### src/rtl/serdes_pkg.sv
// Shared types and constants for the serializer/deserializer pair.
package serdes_pkg;

   typedef enum logic {
      IDLE_S    = 1'b0,
      COLLECT_S = 1'b1
   } state_t;

   localparam int DEF_DATA_BUS_WIDTH = 16;
   localparam int MOD_FULL           = 0;

endpackage

### src/rtl/deserializer.sv
// Rebuilds MSB-first serial bursts into parallel words; strobe 1 cycle after the last bit or the idle cycle ending a burst.
// No backpressure: one bit per valid cycle is accepted unconditionally.
module deserializer
   import serdes_pkg::*;
#(
   parameter int DATA_BUS_WIDTH = DEF_DATA_BUS_WIDTH,
   parameter int DATA_MOD_WIDTH = $clog2(DATA_BUS_WIDTH)
)(
   input  logic                      clk_i,
   input  logic                      srst_i,
   input  logic                      data_i,
   input  logic                      data_val_i,
   output logic [DATA_BUS_WIDTH-1:0] deser_data_o,
   output logic [DATA_MOD_WIDTH-1:0] deser_data_mod_o,
   output logic                      deser_data_val_o
);

   state_t                    r_state;
   state_t                    w_state_nxt;
   logic [DATA_BUS_WIDTH-1:0] r_buf;
   logic [DATA_BUS_WIDTH-1:0] w_buf_nxt;
   logic [DATA_MOD_WIDTH-1:0] r_cnt;
   logic [DATA_MOD_WIDTH-1:0] w_cnt_nxt;
   logic                      w_full;
   logic                      w_part;
   logic [DATA_MOD_WIDTH:0]   w_pad;
   logic [DATA_BUS_WIDTH-1:0] r_data;
   logic [DATA_MOD_WIDTH-1:0] r_mod;
   logic                      r_val;

   // Number of zero bits appended below the received bits of a partial word.
   assign w_pad = (DATA_MOD_WIDTH+1)'(DATA_BUS_WIDTH) - {1'b0, r_cnt};

   always_comb begin
      w_state_nxt = r_state;
      w_buf_nxt   = r_buf;
      w_cnt_nxt   = r_cnt;
      w_full      = 1'b0;
      w_part      = 1'b0;
      case (r_state)
         IDLE_S: begin
            if (data_val_i) begin
               w_buf_nxt   = {r_buf[DATA_BUS_WIDTH-2:0], data_i};
               w_cnt_nxt   = DATA_MOD_WIDTH'(1);
               w_state_nxt = COLLECT_S;
            end
         end
         COLLECT_S: begin
            if (data_val_i) begin
               w_buf_nxt = {r_buf[DATA_BUS_WIDTH-2:0], data_i};
               // Counter wraps to 0 on the completing bit.
               w_cnt_nxt = r_cnt + DATA_MOD_WIDTH'(1);
               if (r_cnt == DATA_MOD_WIDTH'(DATA_BUS_WIDTH-1)) begin
                  w_full      = 1'b1;
                  w_state_nxt = IDLE_S;
               end
            end else begin
               w_part      = 1'b1;
               w_cnt_nxt   = '0;
               w_state_nxt = IDLE_S;
            end
         end
         default: w_state_nxt = IDLE_S;
      endcase
   end

   always_ff @(posedge clk_i) begin
      if (srst_i) begin
         r_state <= IDLE_S;
         r_buf   <= '0;
         r_cnt   <= '0;
         r_data  <= '0;
         r_mod   <= '0;
         r_val   <= 1'b0;
      end else begin
         r_state <= w_state_nxt;
         r_buf   <= w_buf_nxt;
         r_cnt   <= w_cnt_nxt;
         r_val   <= w_full | w_part;
         if (w_full) begin
            r_data <= w_buf_nxt;
            r_mod  <= DATA_MOD_WIDTH'(MOD_FULL);
         end else if (w_part) begin
            r_data <= r_buf << w_pad;
            r_mod  <= r_cnt;
         end
      end
   end

   assign deser_data_o     = r_data;
   assign deser_data_mod_o = r_mod;
   assign deser_data_val_o = r_val;

endmodule
### config.mk
export PLATFORM = sky130hd
export DESIGN_NAME = deserializer
export DESIGN_NICKNAME = d
export VERILOG_FILES = /design/src/rtl/serdes_pkg.sv /design/src/rtl/deserializer.sv
export SDC_FILE = /design/constraint.sdc
export NUM_CORES = 1
export LEC_CHECK = 0
export ABC_AREA = 1
export BUFFER_PORTS_ARGS = -buffer_cell sky130_fd_sc_hd__clkbuf_2
export CAP_MARGIN = 30
export CORE_MARGIN = 2
export CORE_UTILIZATION = 35
export CTS_CLUSTER_SIZE = 14
export DETAILED_ROUTE_END_ITERATION = 12
export MAX_ROUTING_LAYER = met4
export SLEW_MARGIN = 5
export SYNTH_ARGS = -nofsm -noshare
export SYNTH_HDL_FRONTEND = slang
export SYNTH_SLANG_ARGS = --single-unit
### constraint.sdc
create_clock -name clk_i -period 2.4 [get_ports clk_i]
set_input_delay 0.24 -clock clk_i [delete_from_list [all_inputs] [get_ports clk_i]]
set_output_delay 0.24 -clock clk_i [all_outputs]
set_load 0.01 [all_outputs]
==> impl_results.md <==
* Die X at approximately 86 um
* Post-synth EDFFs at 0
* Pins over their slew limit at 0
* Leakage at roughly 0.0012 uW
* Post-Syn Area at 0.00236 mm2
* Asr flop ratio synth at 0%
* Reg clk slew, reported paths at 0.08 ns
* Routability Congestion at between 0.9 and 1
* Synth top cells by count: nand2_1, nand3_1, o21ai_0, dfxtp_1, nor2_1
* Delay-heaviest family, CP: simple AND/OR/NAND/NOR gates
* Logic pwr share at roughly a fifth
* Net Sw Frac at between 20 and 30%
* Startpoint Class: register
* Setup violators final at 0
* Wire length of the first global-routing pass at about 11,000 um
* H-tree levels at 2
* Share of Yosys cell area claimed by the top area cell type at 35.6%
* Post-DP HPWL at ~4600 um
* Total of cells resized after clock tree synthesis at 0
* Number of global-route vias before repair at 2,149
* Count leader, synth: nand2_1
* Port buffer count at 24
* CP bufs+invs at 4
* Drt wl/cell at between 10 and 15 um
* Leading area contributor after synthesis: dfxtp_1
* Peak supply drop at around 0.23 mV
* Largest net degree at the start of global routing at 21
* Tcrit/Tclk final at about four fifths
* Slowest CP cell: dfxtp_1
* Initial DRC Count at 198
* Floorplan row count at 29
* Tot Pwr at 1650 uW
* CP Class: reg -> reg
* Clk sink count at 42
* # Max-Cap Violations at 0
* Final Net Count at slightly below 400
* Relative slew slack at 66.3%
* Cells along the critical path: inv_1, ha_1, inv_1, nand2_1, nand2_2, inv_2, nor2_1, nand3_1, nand2_1, inv_1, a21oi_1
* Drt pass-1 iters at 4
* CP Capture Type: register
* Hold_buf cts at 0
* Mean Syn Cell Area at roughly 6.4 um2
* Crit-path most repeated cell: inv_1
* Clk Latency, worst-skew pair at approximately 0.3 ns
* Power Density at approximately 630 mW/mm2
* DIE HEIGHT at approximately 86 um
* # IOs at 25
* Number of routed nets with antenna violations at 0
* Utilization after layout at between 40 and 50%
* Yosys reg bits at 42
* CTS Buf Count at 5
* Final hold vios at 0
* Outcome: finished, final reports clean
* Ant diodes at 0
* Syn Nets at roughly 380
* Vias per cell at 5.25
* CTS max path bufs at 2
* Hold WC Path Type: in -> reg
* NetSw at between 400 and 500 uW
* Routed vias at 2,436
* Synthesis-to-layout area growth at 10.1%
* CP required at approximately 2.6 ns
* Max Freq at between 500 and 600 MHz
* Synth warnings at 0
* Arrival time at the worst endpoint at about 2.1 ns
* Post-Route WL at roughly 6500 um
* Antenna violations before repair at 0
* Cells after Synth at roughly 370
* DIE AREA at around 0.0074 mm2
* Clock Tree Root: clkbuf_8
* RSZ-0062 raised after global routing: false
* Post-CTS setup buffers at 0
* Ranking of synthesized cells by area: dfxtp_1, nand2_1, nand3_1
* Pre-CTS WS at about 0.54 ns
* Worst-Margin Slew at ~0.5 ns
* Slowest Stage Delay on Critical Path at 0.44 ns
* Worst setup margin at 0.513 ns
* GRT Overall Usage at between 10% and 20%
* Setup Skew at 0.0138 ns
* Core ar. at between 0.006 and 0.007 mm2
* Post-layout min period at approximately 1.9 ns
* DRC at 0
* Initial core utilization at between 30% and 40%
* Setup tns final at 0 ns
* Prevailing post-synth register cell: dfxtp_1
* Pint at ~1200 uW
* Clock share of power at approximately a third
* Seq pwr share at a little under half
* Gr ovfl total at 0
* Finished Layout Cells at between 400 and 500
* Yosys cell types at 23
* Crit Path Max Fanout at 15
* Placed cell count at 457
* Fraction of layout cells with a size suffix above 1 at between 10% and 20%
* CTS tree: yes
* Sequential fraction of the synthesis area at a little over a third
stage by stage:
stage / hold slack, ns / cell area (um2)
global placement: 0.450 / 2490
finish: 0.226 / 2600
CTS: 0.215 / 2600
detailed placement: 0.459 / 2490
floorplan: 0.432 / 2360
global route: 0.281 / 2600
cells by family after synthesis:
group / count (synthesis) / share of synthesized area, %
adder cells (fa/ha/maj): 2 / 1.06
buffers and inverters: 49 / 10.1
AND/OR/NAND/NOR: 199 / 35.7
AO/OA/AOI/OAI: 79 / 17.6
flip-flops: 42 / 35.6
placed cells by master (no fill, tap or decap):
cell and count:
a211oi_1 4, a21oi_1 27, a221oi_1 1, buf_4 5
bufinv_16 1, clkbuf_2 24, clkbuf_8 6, clkinv_2 1
dfxtp_1 42, ha_1 2, inv_1 24, inv_2 4
nand2_1 105, nand2_2 1, nand3_1 52, nand3_2 1
nor2_1 35, nor2_2 3, nor2_4 2, o21ai_0 44
o21ai_1 1, o21ai_2 2
layer usage:
metal / up-vias / part of all wire, % / GRT usage, %
li1: 1248 / - / -
met1: 1110 / 50 / 25.9
met2: 63 / 43 / 26.1
met3: 15 / 4.4 / 3.43
met4: 0 / 3.0 / 7.81
met5: - / 0 / -
power groups by stage:
stage | clock, uW | sequential [uW] | combinational [uW]
floorplan | 0 | 777 | 235
global placement | 0 | 780 | 305
detailed placement | 0 | 781 | 304
CTS | 589 | 764 | 305
global route | 610 | 771 | 352
finish | 575 | 765 | 307
sequential cells by signal, indices dropped and copies added (netlist names):
signal and cells:
deser_data_mod_o 4, r_cnt 4, deser_data_o 16, r_buf 16, r_state 1, deser_data_val_o 1
final cells by class:
| type | count | area, um2 |
|---|---|---|
| clock buffers | 6 | 82.6 |
| fillers | 706 | 3820 |
| repair buffers | 29 | 158 |
| multi-input cells | 280 | 1280 |
| flip-flops and latches | 42 | 841 |
| well taps | 77 | 96.3 |
| clock inverters | 1 | 30.0 |
| inverters | 29 | 110 |
path summary, 6_finish.rpt:
check                                                      start                                to  slack [ns]  cells past startpoint
worst max-delay path                       r_cnt[1]$_SDFFE_PP0P_      deser_data_o[9]$_SDFFE_PP0P_        0.51                     11
worst min-delay path                                  data_val_i                r_state$_SDFF_PP0_        0.23                      3
worst max register to register             r_cnt[1]$_SDFFE_PP0P_      deser_data_o[9]$_SDFFE_PP0P_        0.51                     11
worst min register to register  deser_data_mod_o[2]$_SDFFE_PP0P_  deser_data_mod_o[2]$_SDFFE_PP0P_        0.47                      2
worst reg2reg max path, stage by stage (launching register included):
cell	delay (ns)
dfxtp_1	0.44
inv_1	0.07
ha_1	0.20
inv_1	0.06
nand2_1	0.05
nand2_2	0.25
inv_2	0.19
nor2_1	0.25
nand3_1	0.10
nand2_1	0.07
inv_1	0.04
a21oi_1	0.11
No activity file was read; power rests on OpenSTA's default activity.
